## config.mk

```make
export PLATFORM = sky130hd
export DESIGN_NAME = ppu_pixel_capture_flat
export DESIGN_NICKNAME = d
export VERILOG_FILES = /design/src/rtl/ppu_pixel_capture_if.sv /design/src/rtl/ppu_pixel_capture.sv /design/src/flat_wrapper.sv
export SDC_FILE = /design/constraint.sdc
export NUM_CORES = 1
export LEC_CHECK = 0
export CORE_MARGIN = 4
export CORE_UTILIZATION = 53
export DETAILED_ROUTE_END_ITERATION = 16
export HOLD_SLACK_MARGIN = 0.12
export PLACE_DENSITY = 0.82
export SETUP_SLACK_MARGIN = 0.3
export SLEW_MARGIN = 5
export SYNTH_ARGS = -nofsm -noshare
export SYNTH_HDL_FRONTEND = slang
export SYNTH_SLANG_ARGS = --single-unit
export TNS_END_PERCENT = 1
```

## constraint.sdc

```tcl
create_clock -name clk -period 3.65 [get_ports clk]
set_clock_uncertainty 0.2 [all_clocks]
set_input_delay 1.095 -clock clk [delete_from_list [all_inputs] [get_ports clk]]
set_output_delay 1.095 -clock clk [all_outputs]
set_load 0.01 [all_outputs]
```

## src/rtl/ppu_pixel_capture_if.sv

```systemverilog
// Pixel capture bus: PPU pixel stream in, framebuffer write port out.
// The slave modport is the capture block; the master drives pixels and observes writes.
interface ppu_pixel_capture_if;
    logic [1:0]  PX_IN;
    logic        PX_valid;
    logic [1:0]  PPU_MODE;
    logic        LCD_ON;
    logic [7:0]  BGP;
    logic        FB_WE;
    logic [14:0] FB_ADDR;
    logic [1:0]  FB_DATA;
    logic        FB_BANK;
    logic        FRAME_DONE;
    logic        OVERRUN;

    modport master (
        output PX_IN, PX_valid, PPU_MODE, LCD_ON, BGP,
        input  FB_WE, FB_ADDR, FB_DATA, FB_BANK, FRAME_DONE, OVERRUN
    );

    modport slave (
        input  PX_IN, PX_valid, PPU_MODE, LCD_ON, BGP,
        output FB_WE, FB_ADDR, FB_DATA, FB_BANK, FRAME_DONE, OVERRUN
    );
endinterface

```

## src/rtl/ppu_pixel_capture.sv

```systemverilog
// Captures the PPU pixel stream into a double-buffered 160x144 framebuffer.
// Define PIXEL_PALETTE_MAP_EN to map pixels through BGP before writing.
module ppu_pixel_capture (
    input  logic                  clk,
    input  logic                  rst,
    ppu_pixel_capture_if.slave    bus
);

    typedef enum logic [1:0] {
        SYNC    = 2'd0,
        CAPTURE = 2'd1,
        BLANK   = 2'd2
    } state_t;

    localparam logic [1:0] M_HBLANK = 2'd0;
    localparam logic [1:0] M_VBLANK = 2'd1;
    localparam logic [1:0] M_SCAN   = 2'd2;
    localparam logic [1:0] M_DRAW   = 2'd3;

    state_t      r_state, w_state_nxt;
    logic [1:0]  r_prev_mode;
    logic [7:0]  r_row, w_row_nxt;
    logic [7:0]  r_col, w_col_nxt;
    logic        r_we, w_we_nxt;
    logic [14:0] r_addr, w_addr_nxt;
    logic [1:0]  r_data, w_data_nxt;
    logic        r_bank, w_bank_nxt;
    logic        r_done, w_done_nxt;
    logic        r_ovr, w_ovr_nxt;

    logic        w_vb_entry;
    logic        w_scan_entry;
    logic        w_line_end;
    logic        w_in_range;
    logic [14:0] w_pix_addr;
    logic [1:0]  w_shade;

    assign w_vb_entry   = (bus.PPU_MODE == M_VBLANK) && (r_prev_mode != M_VBLANK);
    assign w_scan_entry = (bus.PPU_MODE == M_SCAN) && (r_prev_mode != M_SCAN);
    assign w_line_end   = (r_prev_mode == M_DRAW) && (bus.PPU_MODE == M_HBLANK);
    assign w_in_range   = (r_col < 8'd160) && (r_row < 8'd144);

    // row*160 as row*128 + row*32, kept at full 15-bit width
    assign w_pix_addr = {r_row, 7'b0}
                      + {2'b0, r_row, 5'b0}
                      + {7'b0, r_col};

`ifdef PIXEL_PALETTE_MAP_EN
    assign w_shade = bus.BGP[{bus.PX_IN, 1'b0} +: 2];
`else
    logic w_bgp_unused;
    assign w_bgp_unused = ^bus.BGP;
    assign w_shade      = bus.PX_IN;
`endif

    always_ff @(posedge clk or negedge rst) begin
        if (!rst) begin
            r_state <= SYNC;
        end else begin
            r_state <= w_state_nxt;
        end
    end

    always_comb begin
        w_state_nxt = r_state;
        w_row_nxt   = r_row;
        w_col_nxt   = r_col;
        w_we_nxt    = 1'b0;
        w_addr_nxt  = r_addr;
        w_data_nxt  = r_data;
        w_bank_nxt  = r_bank;
        w_done_nxt  = 1'b0;
        w_ovr_nxt   = r_ovr;
        if (!bus.LCD_ON) begin
            w_state_nxt = SYNC;
            if (r_state != SYNC) begin
                w_ovr_nxt = 1'b0;
            end
        end else begin
            case (r_state)
                SYNC: begin
                    if (w_vb_entry) begin
                        w_state_nxt = CAPTURE;
                        w_row_nxt   = 8'd0;
                        w_col_nxt   = 8'd0;
                    end
                end
                CAPTURE: begin
                    if (bus.PX_valid) begin
                        if (w_in_range) begin
                            w_we_nxt   = 1'b1;
                            w_addr_nxt = w_pix_addr;
                            w_data_nxt = w_shade;
                            w_col_nxt  = r_col + 8'd1;
                        end else begin
                            w_ovr_nxt = 1'b1;
                        end
                    end
                    // line end overrides the column step; the pixel above used pre-increment row/col
                    if (w_line_end) begin
                        w_col_nxt = 8'd0;
                        w_row_nxt = (r_row == 8'd144) ? 8'd144 : r_row + 8'd1;
                    end
                    if (w_vb_entry) begin
                        w_state_nxt = BLANK;
                        w_done_nxt  = 1'b1;
                        w_bank_nxt  = ~r_bank;
                    end
                end
                BLANK: begin
                    if (w_scan_entry) begin
                        w_state_nxt = CAPTURE;
                        w_row_nxt   = 8'd0;
                        w_col_nxt   = 8'd0;
                    end
                end
                default: begin
                    w_state_nxt = SYNC;
                end
            endcase
        end
    end

    always_ff @(posedge clk or negedge rst) begin
        if (!rst) begin
            r_prev_mode <= 2'd0;
            r_row       <= 8'd0;
            r_col       <= 8'd0;
            r_we        <= 1'b0;
            r_addr      <= 15'd0;
            r_data      <= 2'd0;
            r_bank      <= 1'b0;
            r_done      <= 1'b0;
            r_ovr       <= 1'b0;
        end else begin
            r_prev_mode <= bus.PPU_MODE;
            r_row       <= w_row_nxt;
            r_col       <= w_col_nxt;
            r_we        <= w_we_nxt;
            r_addr      <= w_addr_nxt;
            r_data      <= w_data_nxt;
            r_bank      <= w_bank_nxt;
            r_done      <= w_done_nxt;
            r_ovr       <= w_ovr_nxt;
        end
    end

    assign bus.FB_WE      = r_we;
    assign bus.FB_ADDR    = r_addr;
    assign bus.FB_DATA    = r_data;
    assign bus.FB_BANK    = r_bank;
    assign bus.FRAME_DONE = r_done;
    assign bus.OVERRUN    = r_ovr;

endmodule

```

## src/flat_wrapper.sv

```systemverilog
// flat-port wrapper written by rule: the top's interface ports become plain ports
module ppu_pixel_capture_flat 
  (clk, rst, bus_PX_IN, bus_PX_valid, bus_PPU_MODE, bus_LCD_ON, bus_BGP, bus_FB_WE, bus_FB_ADDR, bus_FB_DATA, bus_FB_BANK, bus_FRAME_DONE, bus_OVERRUN);
  ppu_pixel_capture_if bus_i ();
  input  logic clk;
  input  logic rst;
  input wire logic [$bits(bus_i.PX_IN)-1:0] bus_PX_IN;
  input wire logic [$bits(bus_i.PX_valid)-1:0] bus_PX_valid;
  input wire logic [$bits(bus_i.PPU_MODE)-1:0] bus_PPU_MODE;
  input wire logic [$bits(bus_i.LCD_ON)-1:0] bus_LCD_ON;
  input wire logic [$bits(bus_i.BGP)-1:0] bus_BGP;
  output wire logic [$bits(bus_i.FB_WE)-1:0] bus_FB_WE;
  output wire logic [$bits(bus_i.FB_ADDR)-1:0] bus_FB_ADDR;
  output wire logic [$bits(bus_i.FB_DATA)-1:0] bus_FB_DATA;
  output wire logic [$bits(bus_i.FB_BANK)-1:0] bus_FB_BANK;
  output wire logic [$bits(bus_i.FRAME_DONE)-1:0] bus_FRAME_DONE;
  output wire logic [$bits(bus_i.OVERRUN)-1:0] bus_OVERRUN;
  assign bus_i.PX_IN = bus_PX_IN;
  assign bus_i.PX_valid = bus_PX_valid;
  assign bus_i.PPU_MODE = bus_PPU_MODE;
  assign bus_i.LCD_ON = bus_LCD_ON;
  assign bus_i.BGP = bus_BGP;
  assign bus_FB_WE = bus_i.FB_WE;
  assign bus_FB_ADDR = bus_i.FB_ADDR;
  assign bus_FB_DATA = bus_i.FB_DATA;
  assign bus_FB_BANK = bus_i.FB_BANK;
  assign bus_FRAME_DONE = bus_i.FRAME_DONE;
  assign bus_OVERRUN = bus_i.OVERRUN;
  ppu_pixel_capture u_core (.clk(clk), .rst(rst), .bus(bus_i));
endmodule
```

Word level (Yosys, flattened, before mapping)
Cells that the tools add are included. Widths: inputs -> output; s select.

Add/sub/neg operators: 4. $mul: 0. Divide/modulo/power cells: 0. Magnitude comparators: 2. Equality and inequality tests: 19. Shift operators: 0. Mux-type cells: 26. Bitwise operators: 1. Reductions and logical operators: 15.

Operators by type and width (number): $mux 8 (7); $pmux 8 s3 (2); $add 8x1->8 const B (2); $lt 8x8->1 const B (2); $add 15x13->15 (1); $add 15x8->15 (1); $mux 1 (12); $ne 3x2->1 const B (4); $ne 2x1->1 const B (5); $eq 8x8->1 const B (1); $mux 2 (4); $reduce_and 4->1 (2); $eq 2x2->1 const B (3); $ne 2x2->1 const B (3); $pmux 2 s3 (1); $reduce_and 3->1 (2); $reduce_and 6->1 (1); $reduce_and 5->1 (1); $eq 2x1->1 const B (2); $logic_and 1x1->1 (4); $logic_not 2->1 (2); $reduce_bool 2->1 (2); $ne 3x1->1 const B (1); $reduce_bool 3->1 (1); $not 1->1 (1).

Bits in registers: 41. Bits in latches: 0. Bits in writable memories: 0. Bits in read-only memories: 0. Input bits: 16. Output and inout port bits: 21. Word-level logic and storage cells: 77. Memories: 0.

Depth between registers and ports, before layout
Gate-level depths: netlist (run 1).

Word-level depth: 6. Depth in mapped cells: 9. Gate-level depth less buffers: 9.

Worst setup path after synthesis (run 1)
No wires, ideal clock.

Path kind: reg-to-reg. From: register u_core.r_row[0]. To: register u_core.r_addr[14] (netlist: u_core.bus.FB_ADDR[14]). Arrival time: 2.338 ns. Data required time: 3.319 ns. Path slack: 0.981 ns. Cell stages (with the launch flop): 10. Path buffers: 0. Cell sequence: dfrtp_1 inv_1 fa_1 inv_1 fa_1 a211oi_1 o21ai_0 a31oi_1 xor2_1 o21ai_0.

Word-level cells in the longest chain between the ends: 3. Elaborated cells on any way between the ends: 5.

RTL lines: from (decl) (line ppu_pixel_capture.sv:22) `logic [7:0] r_row, w_row_nxt;`; from (signal assigned) (line ppu_pixel_capture.sv:137) `r_row <= w_row_nxt;`; branches (longest 3 deep; another with $add 15x13->15); to (signal assigned) (line ppu_pixel_capture.sv:140) `r_addr <= w_addr_nxt;`; to (decl) (line ppu_pixel_capture.sv:25) `logic [14:0] r_addr, w_addr_nxt;`.

Parallel ways; which one is timed is not known. A chain may end at the register's enable or synchronous reset.

Worst setup path in the final report (run 1)
From: input port bus_PPU_MODE[1]. To: register u_core.r_row[5].

Word-level cells in the longest chain between the ends: 4. Elaborated cells on any way between the ends: 10.

RTL lines: from (decl) (line flat_wrapper.sv:9) `input wire logic [$bits(bus_i.PPU_MODE)-1:0] bus_PPU_MODE;`; $eq 2x2->1, or another cell as far along (line ppu_pixel_capture.sv:39) `assign w_scan_entry = (bus.PPU_MODE == M_SCAN) && (r_prev_mode != M_SCAN);`; $logic_and 1x1->1 (on tied branches) (line ppu_pixel_capture.sv:39, ppu_pixel_capture.sv:38, ppu_pixel_capture.sv:40); $ne 2x1->1 (no source line); $reduce_and 5->1 (no source line) (*).

Every way passes the cells marked *; elsewhere a longest branch is shown, timed or not.

==> results of run 1 <==
[tightest hold or removal path, stage by stage, from the launching register on]
cell and delay (ns):
dfrtp_1 0.35, nand2_1 0.05, nand2_1 0.05
[worst max path at each step]
stage	startpoint	endpoint	slack [ns]	cells after the start
after floorplan	u_core.r_row[0]	u_core.bus.FB_ADDR[14]	0.98	9
after global placement	bus_PPU_MODE[1]	u_core.r_row[5]	0.31	6
after detailed placement	bus_PPU_MODE[1]	u_core.r_row[5]	0.27	6
after CTS	bus_PPU_MODE[1]	u_core.r_row[5]	0.58	6
after global routing	u_core.r_row[0]	u_core.bus.FB_ADDR[14]	0.42	9
final	bus_PPU_MODE[1]	u_core.r_row[5]	0.60	6
[power groups by stage]
| stage | Clock (uW) | Sequential, uW | Combinational [uW] |
|---|---|---|---|
| final | 330 | 512 | 158 |
| after CTS | 338 | 512 | 161 |
| after global placement | 0 | 520 | 155 |
| after detailed placement | 0 | 521 | 161 |
| after global routing | 358 | 517 | 181 |
| after floorplan | 0 | 528 | 67.8 |
[sequential cells by signal (all words and copies together) (netlist names)]
register	count
u_core.bus.FRAME_DONE	1
u_core.bus.FB_DATA	2
u_core.bus.FB_WE	1
u_core.r_state	2
u_core.bus.OVERRUN	1
u_core.bus.FB_ADDR	15
u_core.bus.FB_BANK	1
u_core.r_col	8
u_core.r_prev_mode	2
u_core.r_row	8
[placed cells by master (no fill, tap or decap), drive strengths merged, types with 3 or more instances in the layout]
master         count
o21ai             31
clkbuf             7
nor3               6
clkdlybuf4s50     27
o31ai              6
nand4              3
a31oi              5
buf                3
a211oi             4
nand2b             4
nand2             47
nand3             10
nor2b              4
nor2              10
ha                18
a21o               3
dfrtp             41
inv               12
xor2               4
o21bai             4
a21oi              5
[final cells by class]
cell class                 count  area [um2]  share of cell area
inverter                      12       45.04             0.01630
tap                           50       62.56             0.02264
multi-input combinational    189        1237              0.4479
clock inverter                 1       5.005            0.001812
clock buffer                   7       96.34             0.03487
timing repair buffer          30       290.3              0.1051
sequential                    41        1026              0.3714
[stage by stage]
stage / hold WS, ns / utilization
after floorplan: 0.2789 / -
after global placement: 0.2571 / 0.6422
after detailed placement: 0.2622 / 0.6422
after CTS: 0.2773 / 0.6667
after global routing: 0.3122 / 0.6667
final: 0.2744 / 0.6667
[logic make-up after synthesis]
family | after synthesis | share of synthesized area
AND/OR/NAND/NOR | 93 | 0.1965
AO/OA/AOI/OAI | 69 | 0.1922
flip-flops | 41 | 0.4390
adder cells (fa/ha/maj) | 20 | 0.1135
buffers and inverters | 18 | 0.03158
XOR/XNOR | 6 | 0.02248
multiplexers | 1 | 0.004818
[metal layers]
layer | GRT usage | vias up
met5 | 0 | -
met4 | 0.08893 | 0
met3 | 0.04054 | 11
met2 | 0.3112 | 39
met1 | 0.2385 | 892
li1 | - | 951
==> flow_metrics.py, run 1 <==
metrics = {
    "detailed_routing": {
        "vias": 1893,
        "via_per_inst": 5.736,
        "wire_per_inst_um": 13.93,
        "dr.pass1.iters": 4,
        "met2WireLength_um": 2215,
        "top_layer_used": "met4",
        "drt-total-wl_um": 4598,
        "drc": 0,
        "met3_length_um": 190,
        "wl_met1_um": 2080,
        "drt_iter0_drc": 119,
        "antenna_left": 0,
    },
    "status": {
        "status": "completed",
    },
    "timing": {
        "setup_violations": 0,
        "rsz0062_at_grt": "no",
        "fmax_mhz": 327.7,
        "fin_ws_ns": 0.5986,
        "worst_slew_pin_slew_ns": 0.8978,
        "fin_crit_sh": 0.8360,
        "final_max_slew_viol_count": 0,
        "relSlewSlack": 0.4015,
        "hold_viol_final": 0,
        "tns_ns": 0,
        "layout_min_cycle_time_ns": 3.051,
    },
    "power": {
        "switching_share": 0.2633,
        "p_total_uw": 999.9,
        "p_int_uw": 736.6,
        "peakVddDrop_v": 0.0002149,
        "pwr-share-comb": 0.158,
        "p_sw_uw": 263.3,
        "clockPowerShare": 0.330,
        "p_leak_uw": 0.001326,
        "power_frac_seq": 0.513,
        "pwr_density_cell_nw_per_um2": 361.9,
    },
    "worst_hold_path": {
        "hold_class": "flip-flop to flip-flop",
        "min_path_cells": 2,
        "whs_endpoint": "u_core.bus.FB_ADDR[7]",
        "holdCritStartpoint": "u_core.bus.FB_ADDR[7]",
    },
    "logic_synthesis": {
        "ys_seq_area_frac": 0.4390,
        "synth_top_area_frac": 0.4390,
        "synth_ff_type": "dfrtp_1",
        "synthTopCellsByCount": "nand2_1, dfrtp_1, o21ai_0",
        "synthTopCellsByArea": "dfrtp_1, ha_1, nand2_1, o21ai_0, nand3_1",
        "synth_edf_count": 0,
        "synthMostInstantiatedCell": "nand2_1",
        "async_reset_ff_frac": 1.000,
        "yosysWarnings": 0,
        "synth_cells": 248,
        "ys_ff_latch": 41,
        "synthesis.nets": 284,
        "synth.avg_cell_area_um2": 9.424,
        "yosys.area.top_type": "dfrtp_1",
        "synth_cell_types": 47,
        "synth_area_um2": 2337,
    },
    "global_route": {
        "grt.total_usage": 0.1896,
        "grt_first_pass_wirelength_um": 7976,
        "grt_pass1_vias": 1789,
        "grt_max_degree": 42,
        "overflow": 0,
        "antenna_found_initial": 0,
    },
    "critical_path": {
        "cp.required_ns": 3.65,
        "slowest_stage": "clkdlybuf4s50_1",
        "critPathKind": "input pin to flip-flop",
        "r2r_slack_ns": 0.67,
        "critPathLaunchType": "input pin",
        "reg2reg_to": "u_core.bus.FB_ADDR[14]",
        "cp_max_fo": 13,
        "arrival_ns": 3.05,
        "critical_path.max_stage_delay_ns": 0.50,
        "cp_num_buf_inv": 2,
        "rr_worst_depth": 9,
        "path_delay_family": "simple AND/OR/NAND/NOR gates",
        "crit_chain": "clkdlybuf4s50_1 > inv_1 > o311ai_2 > nand4_2 > or2_4 > o41ai_2",
        "r2r-start": "u_core.r_row[0]",
        "worstSetupEndpointType": "flip-flop",
    },
    "cells_and_area": {
        "syn_to_final_growth_pct": 18.20,
        "layout.nets": 315,
        "final_layout_size_suffix_gt1_frac": 0.07143,
        "postLayoutCellArea_um2": 2763,
        "n_fill_cell": 353,
        "stdcell_count": 330,
        "antenna_cells": 0,
    },
    "placed_design": {
        "dp.cells": 322,
        "io_buffers": 28,
        "routabilityCongestion": 0.8338,
        "place_hpwl_um": 3395,
        "place_ws_ns": 0.2712,
        "placed_cell_area_um2": 2661,
    },
    "die": {
        "fp.coreArea_um2": 4144,
        "ioPinCount": 37,
        "initial_core_util": 0.5640,
        "design.die.area_um2": 5536,
        "die_w_um": 74.41,
        "die_h_um": 74.41,
        "rows": 23,
    },
    "clock_tree": {
        "cts_root_buf": "clkbuf_8",
        "cts_hold_buffers": 0,
        "cts_made_buffers": 5,
        "cts_tree": "yes",
        "cts_buffer_depth": 2,
        "worst_setup_hold_path_clk_slew_ns": 0.08,
        "post_cts_buffers": 0,
        "htreeDepth": 2,
        "clk_latency_ns": 0.30,
        "clock-sinks": 41,
        "cts_resized": 0,
    },
    "run": {
        "cap_violations": 0,
    },
}
Note: power is estimated with default switching activity, not from simulation.
==> run 2, diff against run 1 <==
--- a/config.mk
+++ b/config.mk
@@ -6,10 +6,10 @@
 export NUM_CORES = 1
 export LEC_CHECK = 0
 export CORE_MARGIN = 4
-export CORE_UTILIZATION = 53
+export CORE_UTILIZATION = 48
 export DETAILED_ROUTE_END_ITERATION = 16
 export HOLD_SLACK_MARGIN = 0.12
-export PLACE_DENSITY = 0.82
+export PLACE_DENSITY = 0.78
 export SETUP_SLACK_MARGIN = 0.3
 export SLEW_MARGIN = 5
 export SYNTH_ARGS = -nofsm -noshare
==> constraint.sdc (replaced) <==
create_clock -name clk -period 2.6 [get_ports clk]
set_clock_uncertainty 0.2 [all_clocks]
set_input_delay 0.78 -clock clk [delete_from_list [all_inputs] [get_ports clk]]
set_output_delay 0.78 -clock clk [all_outputs]
set_load 0.01 [all_outputs]
==> run 2 against run 1 <==
Effect of this change:
- die area grew 9.3%
- final cell count grew 12%
- clock-buffer cell count fell by 2
- clock power up 28%
- register-to-register slack got worse by 0.52 ns
- routed wire length grew 5.1%
- combinational power increased by 68%
- critical endpoint is now u_core.bus.FB_ADDR[14]
- largest cell class unchanged
- largest power group unchanged
==> flow_metrics.py, run 2 (synthesis results as in run 1) <==
metrics = {
    "clock_tree": {
        "worst_setup_hold_path_clk_slew_ns": 0.08,
        "htreeDepth": 2,
        "cts_made_buffers": 5,
        "clk_latency_ns": 0.30,
        "cts_hold_buffers": 0,
        "cts_root_buf": "clkbuf_8",
        "clock-sinks": 41,
        "cts_tree": "yes",
        "cts_buffer_depth": 2,
    },
    "global_route": {
        "grt_first_pass_wirelength_um": 8507,
        "overflow": 0,
        "grt_max_degree": 32,
        "grt_pass1_vias": 1893,
        "grt.total_usage": 0.1723,
        "antenna_found_initial": 0,
    },
    "placed_design": {
        "io_buffers": 28,
        "dp.cells": 360,
        "place_hpwl_um": 3482,
        "routabilityCongestion": 0.8371,
    },
    "detailed_routing": {
        "dr.pass1.iters": 4,
        "drc": 0,
        "wire_per_inst_um": 13.06,
        "vias": 1998,
        "drt-total-wl_um": 4834,
        "via_per_inst": 5.400,
        "antenna_left": 0,
        "drt_iter0_drc": 117,
    },
    "die": {
        "die_w_um": 77.78,
        "fp.coreArea_um2": 4723,
        "design.die.area_um2": 6050,
        "die_h_um": 77.78,
        "rows": 25,
        "initial_core_util": 0.4948,
        "ioPinCount": 37,
    },
    "cells_and_area": {
        "multiInputGateArea_um2": 1276,
        "final_cell_mix": "nand2_1, dfrtp_1, clkdlybuf4s50_1",
        "seq_area_um2": 1026,
        "n_fill_cell": 402,
        "antenna_cells": 0,
        "layout.nets": 338,
        "largest_reg_flops": 15,
        "syn_to_final_growth_pct": 28.27,
        "stdcell_count": 370,
        "layout_commonest_cell": "nand2_1",
        "final_layout_size_suffix_gt1_frac": 0.1716,
    },
    "critical_path": {
        "r2r_slack_ns": 0.15,
        "critPathKind": "flip-flop to flip-flop",
        "crit_start": "u_core.r_col[7]",
        "cp_max_fo": 3,
        "crit_chain": "inv_1 > fa_1 > inv_2 > fa_2 > a211oi_4 > o21ai_1 > a31oi_1 > xor2_1 > o21ai_1",
        "reg2reg_to": "u_core.bus.FB_ADDR[14]",
        "rr_worst_depth": 9,
        "critical_path.max_stage_delay_ns": 0.54,
        "critPathLaunchType": "flip-flop",
        "crit_end": "u_core.bus.FB_ADDR[14]",
        "cp.required_ns": 2.57,
        "arrival_ns": 2.42,
        "r2r-start": "u_core.r_col[7]",
        "slowest_stage": "fa_1",
        "worstSetupEndpointType": "flip-flop",
        "crit_path_frequent_cell": "o21ai_1",
    },
    "power": {
        "p_sw_uw": 386.6,
        "clockPowerShare": 0.302,
        "peakVddDrop_v": 0.0002835,
        "switching_share": 0.2766,
        "p_int_uw": 1011,
        "pwr_density_cell_nw_per_um2": 466.2,
        "p_leak_uw": 0.001429,
        "pwr-share-comb": 0.189,
        "p_total_uw": 1398,
        "power_frac_seq": 0.509,
    },
    "timing": {
        "worst_slew_pin_slew_ns": 0.7074,
        "hold_viol_final": 0,
        "fmax_mhz": 407.7,
        "setup_violations": 0,
        "relSlewSlack": 0.5284,
        "rsz0062_at_grt": "yes",
        "fin_crit_sh": 0.9434,
        "layout_min_cycle_time_ns": 2.453,
        "final_max_slew_viol_count": 0,
    },
    "worst_hold_path": {
        "hold_class": "flip-flop to flip-flop",
        "min_path_cells": 2,
    },
    "status": {
        "status": "completed",
    },
    "run": {
        "cap_violations": 0,
    },
}
==> run 2: cell types whose count changed in the layout (fill, tap and decap cells not counted), sizes merged <==
cell    before  now
clkinv       1    3
clkbuf       7    5
buf          3   26
==> run 2: worst min-delay path by stage <==
stage,start,end,slack [ns]
2_1_floorplan,rst,u_core.bus.FB_ADDR[0],0.28
3_3_place_gp,u_core.bus.FB_BANK,u_core.bus.FB_BANK,0.25
3_5_place_dp,u_core.bus.FB_DATA[1],u_core.bus.FB_DATA[1],0.26
4_1_cts,u_core.bus.FB_BANK,u_core.bus.FB_BANK,0.28
5_1_grt,u_core.bus.FB_ADDR[5],u_core.bus.FB_ADDR[5],0.31
6_report,u_core.bus.FB_ADDR[7],u_core.bus.FB_ADDR[7],0.28
==> run 2: routing by layer <==
metal,share of wire,GRT usage,wire length (um)
met1,0.46,0.2240,2214
met2,0.48,0.2834,2344
met3,0.042,0.03828,202
met4,0.015,0.05694,72
met5,0,0,0
==> run 2: area by class of cell <==
cell class | instances | area share
Clock buffer | 5 | 0.02295
Inverter | 12 | 0.01503
Clock inverter | 3 | 0.007513
Sequential cell | 41 | 0.3422
Timing Repair Buffer | 53 | 0.1586
Multi-Input combinational cell | 189 | 0.4257
Tap cell | 67 | 0.02796
==> run 2: power by group through the flow <==
| stage | Clock (uW) | Combinational (uW) | Sequential (uW) |
|---|---|---|---|
| 5_1_grt | 460 | 292 | 720 |
| 6_report | 422 | 265 | 711 |
| 3_5_place_dp | 0 | 256 | 727 |
| 2_1_floorplan | 0 | 96.9 | 742 |
| 3_3_place_gp | 0 | 249 | 726 |
| 4_1_cts | 438 | 267 | 712 |
==> run 2: critical path: cells and delay by family (launching register included) <==
family | cells | cell delay [ns]
AO/OA/AOI/OAI | 4 | 0.57
flip-flops | 1 | 0.36
XOR/XNOR | 1 | 0.16
adder cells (fa/ha/maj) | 2 | 0.91
buffers and inverters | 2 | 0.12
==> run 2: timing repair <==
item / in CTS / in global routing
pin swaps: 6 / 0
resized for setup: 3 / 3
setup endpoints to repair: 20 / 22
setup buffers: 2 / 0
==> run 2: metrics by stage <==
| stage | hold slack [ns] | area, um2 | util | setup WS [ns] | setup TNS, ns |
|---|---|---|---|---|---|
| after global placement | 0.2545 | 2865 | 0.6066 | -0.1384 | -1.232 |
| final | 0.2771 | 2998 | 0.6347 | 0.1473 | 0 |
| after global routing | 0.3053 | 2998 | 0.6347 | 0.008042 | 0 |
| after detailed placement | 0.2620 | 2865 | 0.6066 | -0.1659 | -1.707 |
| after CTS | 0.2799 | 2987 | 0.6323 | 0.1551 | 0 |
| after floorplan | 0.2789 | 2350 | - | 0.1963 | 0 |
==> patch 1: new RTL, settings of run 2 <==
Encoding of `state_t`: now one-hot (3 bits for 3 states).
--- a/src/rtl/ppu_pixel_capture.sv
+++ b/src/rtl/ppu_pixel_capture.sv
@@ -6,10 +6,10 @@
     ppu_pixel_capture_if.slave    bus
 );
 
-    typedef enum logic [1:0] {
-        SYNC    = 2'd0,
-        CAPTURE = 2'd1,
-        BLANK   = 2'd2
+    typedef enum logic [2:0] {
+        SYNC    = 3'b001,
+        CAPTURE = 3'b010,
+        BLANK   = 3'b100
     } state_t;
 
     localparam logic [1:0] M_HBLANK = 2'd0;
Behaviour: same outputs for any inputs over 10 cycles, from zero or initial values and one cycle with rst low; not proved beyond that.
==> patch 1 against run 2 <==
- sequential cell count grew 1
- worst setup slack gained 120 ps
- design area is 6.8% higher
- worst hold slack got worse by 68 ps
- routed wire length increased by 5.1%
- synthesized area is 6.7% higher
Power is not compared: it rests on default switching activity, and its combinational part moved more than twofold at a synthesized area within 25%.
==> patch 1: results (changes against run 2) <==
** Outcome
- Result of the run :: finished clean

** Detailed routing
- The first-pass detailed-route iteration total was 4 (unchanged).
- Final Routed Wirelength :: 5080 um (+5.1%)
- Via count normalized by instance count :: 5.45 (+0.91%)
- Initial DRC count :: 91 (-22%)
- Routed len/inst :: 13.9 um (+6.5%)

** Place
- The total placed cells including tap cells came to 352 (-2.2%).
- The last weighted congestion value of the routability-driven placer is 0.861 (+2.9%).
- Instance area after placement :: 0.00298 mm2 (+4.1%)
- The post-DP HPWL is 3770 um (+8.3%).
- Setup Slack @ Placement :: -158 ps (+7.68 ps)

** Worst setup path
- On the critical path the largest part of the delay comes from buffers and inverters.
- Slowest stage delay, CP :: 520 ps (-20 ps)
- The maximum fanout count along the critical path came to 8 (+5).
- Slowest cell on the critical path :: sky130_fd_sc_hd__clkdlybuf4s50_1

** Cells and area
- The count of filler cells inserted in the layout was 390 (-3.0%).
- Ratio of cells with drive above 1 in the final layout :: 24.8% (+7.7 points)
- Max reg flops :: 15 (unchanged)
- The net count reported at finish came to 333 (-1.5%).

** Global routing
- The number of global-route vias before repair came to 2,047 (+8.1%).
- Overall fraction of global-route tracks in use :: 18.5% (+1.3 points)
- Maximum number of pins on one net before global-route repair :: 25 (-22%)
- The first-pass GRT wire length was 9380 um (+10%).

** Timing
- The final number of max-transition violations is 0 (unchanged).
- The slew at the pin with the worst max-slew slack came to 451 ps (-257 ps).

** Clock tree
- The maximum level of the CTS H-tree came to 2 (unchanged).
- In this run the clock root is driven by a sky130_fd_sc_hd__clkbuf_8.
- The total CTS buffers is 5 (unchanged).
- Number of buffers between clock root and the deepest sink :: 2 (unchanged)
- Insertion delay to the later sink of the worst-skew pair :: 300 ps (about the same)

** Synth
- Ranked by instance count, the synthesized netlist is headed by 41 x sky130_fd_sc_hd__dfrtp_1, 29 x sky130_fd_sc_hd__nand2_1, 27 x sky130_fd_sc_hd__o21ai_0.
- Async SR Flop Fraction :: 100% (unchanged)
- In the post-synthesis netlist, the biggest area contributors are sky130_fd_sc_hd__dfrtp_1 41%, sky130_fd_sc_hd__ha_1 9.0%, sky130_fd_sc_hd__o21ai_0 5.4%.
- The post-synthesis instance total was 245 (-1.2%).
- The total nets after synthesis is 281 (-1.1%).
- The number of distinct library cells after synthesis came to 55 (+17%).
- The fraction of the yosys area taken by sequential cells is 42.2% (-1.7 points).

** Power and ir drop
- The analysis attributes to cell leakage a power of 1.44 nW.

** Hold path
- Min-Delay Path Class :: primary input to async pin
## patch 1: changes by cell type in the layout (fill, tap and decap cells not counted), sizes merged, moves of 4 or more
cell,change
o31ai,-4
mux2,+7
nand2,-16
a21oi,+8
nor3b,+5
o21bai,-4
## patch 1: area by class of cell
type	instances	share of cell area, %
flip-flops and latches	42	32.9
well taps	67	2.62
multi-input cells	187	45.7
inverters	11	1.29
repair buffers	50	14.6
clock inverters	3	0.781
clock buffers	5	2.15
## patch 1: cells by family after synthesis
logic type                 count (synthesis)  synth area share [%]
AOI/OAI and AO/OA                         66                  17.0
xor gates and xnor gates                   8                  2.81
adders and majority gates                 20                  10.6
buffers and inverters                     16                  3.36
DFF                                       42                  42.2
muxes                                      8                  3.76
and+or+nand+nor                           85                  20.3
## patch 1: per-stage QoR
| stage | utilization [%] | power [mW] |
|---|---|---|
| 5_1_grt | 65.6 | 1.26 |
| 6_report | 65.6 | 1.20 |
| 3_5_place_dp | 61.2 | 0.766 |
| 3_3_place_gp | 61.2 | 0.763 |
| 2_1_floorplan | - | 0.714 |
| 4_1_cts | 65.6 | 1.21 |
## patch 1: power by group through the flow
| stage | logic (mW) | clock network, mW | registers [mW] |
|---|---|---|---|
| 5_1_grt | 0.0930 | 0.492 | 0.674 |
| 3_5_place_dp | 0.0818 | 0 | 0.684 |
| 6_report | 0.0836 | 0.442 | 0.671 |
| 2_1_floorplan | 0.0309 | 0 | 0.683 |
| 3_3_place_gp | 0.0796 | 0 | 0.683 |
| 4_1_cts | 0.0857 | 0.454 | 0.671 |
## patch 1: path summary, 6_finish.rpt
kind | start | to | slack, ps | cells after the start
hold reg to reg | u_core.bus.FB_BANK | u_core.bus.FB_BANK | 270 | 1
min in group clk | u_core.bus.FB_BANK | u_core.bus.FB_BANK | 270 | 1
hold / removal | rst | u_core.bus.FB_WE | 210 | 1
max in group asynchronous | rst | u_core.r_state[0] | 1430 | 2
setup / recovery | bus_LCD_ON | u_core.r_row[1] | 270 | 6
setup reg to reg | u_core.r_row[2] | u_core.bus.FB_ADDR[13] | 290 | 9
## patch 1: what timing repair did
| action | CTS | global route |
|---|---|---|
| cloned | 0 | 0 |
| endpoints found under the setup margin | 17 | 21 |
| setup buffers | 5 | 0 |
| hold buffers | 0 | 0 |
| resized for setup | 19 | 1 |
| pin swaps | 9 | 0 |
## patch 1: routing by layer
layer | vias up | track usage [%] | part of all wire (%)
li1 | 994 | - | -
met1 | 957 | 23.0 | 43
met2 | 31 | 32.0 | 52
met3 | 7 | 4.71 | 3.9
met4 | 0 | 4.90 | 1.0
met5 | - | 0 | 0
==> patch 2: new RTL, settings of run 2 <==
Without the edit above. Add a define of `PIXEL_PALETTE_MAP_EN`.
--- a/src/rtl/ppu_pixel_capture.sv
+++ b/src/rtl/ppu_pixel_capture.sv
@@ -1,5 +1,7 @@
 // Captures the PPU pixel stream into a double-buffered 160x144 framebuffer.
 // Define PIXEL_PALETTE_MAP_EN to map pixels through BGP before writing.
+`define PIXEL_PALETTE_MAP_EN
+
 module ppu_pixel_capture (
     input  logic                  clk,
     input  logic                  rst,
Behaviour: not the same (a bounded check fails within 4 cycles, from zero or initial values and one cycle with rst low).
==> patch 2 against run 2 <==
- synthesized area is 5.5% higher
- routed wire length is 16% higher
- utilization is 2.6 points higher
- worst setup slack better by 87 ps
- sequential cell count stayed put
- via count is 4.4% higher
- register-to-register slack better by 120 ps
- first-iteration DRC count is 26% lower
- design area is 6.8% higher
- global-route usage is 2.0 points higher
- largest cell class unchanged
- highest routed layer unchanged
Power is not compared: it rests on default switching activity, and its combinational part moved more than twofold at a synthesized area within 25%.
==> patch 2: results (changes against run 2) <==
** Outcome
- The flow ran to the end, and the final reports show no timing, DRC or antenna violations.

** Detailed routing
- Routed metal-1 wire length :: 2470 um (+11%)
- Routed via count :: 2,086 (+4.4%)
- The met2 layer wire length in the routed design is 2880 um (+23%).
- DR WL met3 :: 193 um (-4.5%)
- Initial DRC count :: 87 (-26%)
- Highest metal used :: met4
- Number of optimization iterations in the first detailed-route pass :: 4 (unchanged)
- The final routed wire length divided by cell count was 14.4 um (+10%).

** Clock tree
- Clock buffers created by TritonCTS :: 5 (unchanged)
- Level count of the clock H-tree :: 2 (unchanged)
- Insertion delay to the later sink of the worst-skew pair :: 290 ps
- Clock root buffer master :: sky130_fd_sc_hd__clkbuf_8
- Number of buffers between clock root and the deepest sink :: 2 (unchanged)
- The clock-pin slew on the worst setup and hold paths came to 80 ps (about the same).

** Synth
- Synth Net Count :: 300 (+5.6%)
- Number of distinct standard cells referenced by the synthesized netlist :: 49 (+4.3%)
- In the synthesized netlist, the cells that appear most often are 58 x sky130_fd_sc_hd__nand2_1, 41 x sky130_fd_sc_hd__dfrtp_1, 23 x sky130_fd_sc_hd__o21ai_0.
- The number of warnings issued by yosys came to 0 (unchanged).
- The fraction of the yosys area taken by sequential cells was 41.6% (-2.3 points).
- Cell types occupying the most area after synthesis :: sky130_fd_sc_hd__dfrtp_1 42%, sky130_fd_sc_hd__ha_1 9.1%, sky130_fd_sc_hd__nand2_1 8.8%
- The synthesized area per cell was 9.34 um2 (-0.93%).
- The proportion of register bits with asynchronous set or reset after synthesis was 100% (unchanged).

** Worst setup path
- Setup slack of the worst register-to-register path :: 270 ps (+120 ps)
- Critical path peak fanout :: 10 (+7)
- Reg-to-reg critical path endpoint :: u_core.bus.FB_ADDR[13]
- The depth of the worst register-to-register path is 9 (unchanged).
- Critical path arrival :: 2390 ps (-30 ps)

** Timing
- The number of hold-slack violations in the final timing report is 0 (unchanged).
- The hold slack was 255 ps (-21.6 ps).
- Worst-margin pin slew :: 522 ps (-186 ps)

** Place
- The total placed cells including tap cells came to 378 (+5.0%).
- Final GP Congestion :: 0.857 (+2.4%)
- The count of buffers inserted at the top-level ports is 36 (+29%).
- Setup Slack @ Placement :: -144 ps (+21.7 ps)
- HPWL Detailed :: 4060 um (+17%)
- Instance area after placement :: 0.00303 mm2 (+5.8%)

** Global routing
- The largest net degree at the start of global routing is 25 (-22%).
- The first-pass GRT wire length was 9710 um (+14%).
- The total global-route track usage was 19.3% (+2.0 points).

** Cells and area
- Number of non-filler instances in the completed layout :: 389 (+5.1%)
- Max reg flops :: 15 (unchanged)
- The total inserted antenna cells was 0 (unchanged).
- The net count reported at finish was 357 (+5.6%).
- Ratio of cells with drive above 1 in the final layout :: 17.4% (+0.23 points)

** Hold path
- The path class of the tightest hold or removal check is primary input to async pin.

** Power and ir drop
- IR analysis of the VDD net gives a maximum drop of 285 uV.
patch 2: final cells by class:
| type | count | area, um2 |
|---|---|---|
| Fill cell | 405 | 1650 |
| Multi-Input combinational cell | 203 | 1390 |
| Sequential cell | 41 | 1030 |
| Timing Repair Buffer | 59 | 539 |
| Clock buffer | 7 | 86.3 |
| Tap cell | 67 | 83.8 |
| Inverter | 11 | 41.3 |
| Clock inverter | 1 | 30.0 |
patch 2: metal layers:
layer | GRT usage (%) | vias up
met2 | 33.8 | 40
met4 | 4.81 | 0
li1 | - | 1050
met1 | 24.1 | 989
met5 | 0 | -
met3 | 3.95 | 7
patch 2: worst max path at each step:
stage / startpoint / endpoint / slack, ps / cells after the start
4_1_cts: u_core.r_col[7] / u_core.bus.FB_ADDR[14] / 250 / 9
2_1_floorplan: u_core.r_row[2] / u_core.bus.FB_ADDR[13] / 300 / 9
6_report: bus_PPU_MODE[1] / u_core.r_row[3] / 230 / 7
3_3_place_gp: bus_PPU_MODE[0] / u_core.r_row[3] / -90 / 6
5_1_grt: u_core.r_col[7] / u_core.bus.FB_ADDR[14] / 150 / 9
3_5_place_dp: bus_PPU_MODE[0] / u_core.r_row[5] / -140 / 6
patch 2: worst max-delay path, stage by stage:
cell	delay (ps)
sky130_fd_sc_hd__clkdlybuf4s50_1	410
sky130_fd_sc_hd__buf_4	170
sky130_fd_sc_hd__nor2_1	110
sky130_fd_sc_hd__nand4b_1	90
sky130_fd_sc_hd__and3_4	200
sky130_fd_sc_hd__or4_1	530
sky130_fd_sc_hd__o211ai_2	90
patch 2: cells by family (layout without fill, tap and decap cells):
| group | after synthesis | after routing | share of synthesized area (%) |
|---|---|---|---|
| AOI/OAI and AO/OA | 60 | 60 | 16.4 |
| adders and majority gates | 20 | 20 | 10.8 |
| xor gates and xnor gates | 8 | 8 | 2.84 |
| muxes | 3 | 3 | 2.28 |
| and+or+nand+nor | 112 | 112 | 22.1 |
| buffers and inverters | 20 | 78 | 3.91 |
| DFF | 41 | 41 | 41.6 |
patch 2: timing repair:
| action | 4_1_cts | 5_1_grt |
|---|---|---|
| hold buffers | 0 | 0 |
| endpoints found under the setup margin | 10 | 19 |
| resized for setup | 4 | 7 |
| buffers inserted | 3 | 0 |
| pin swaps | 3 | 3 |
| gates cloned | 0 | 0 |
patch 2: report_power, final:
| group | total, mW | switching, mW | internal, mW |
|---|---|---|---|
| combinational | 0.556 | 0.264 | 0.292 |
| clock | 0.525 | 0.212 | 0.313 |
| sequential | 0.815 | 0.0811 | 0.734 |
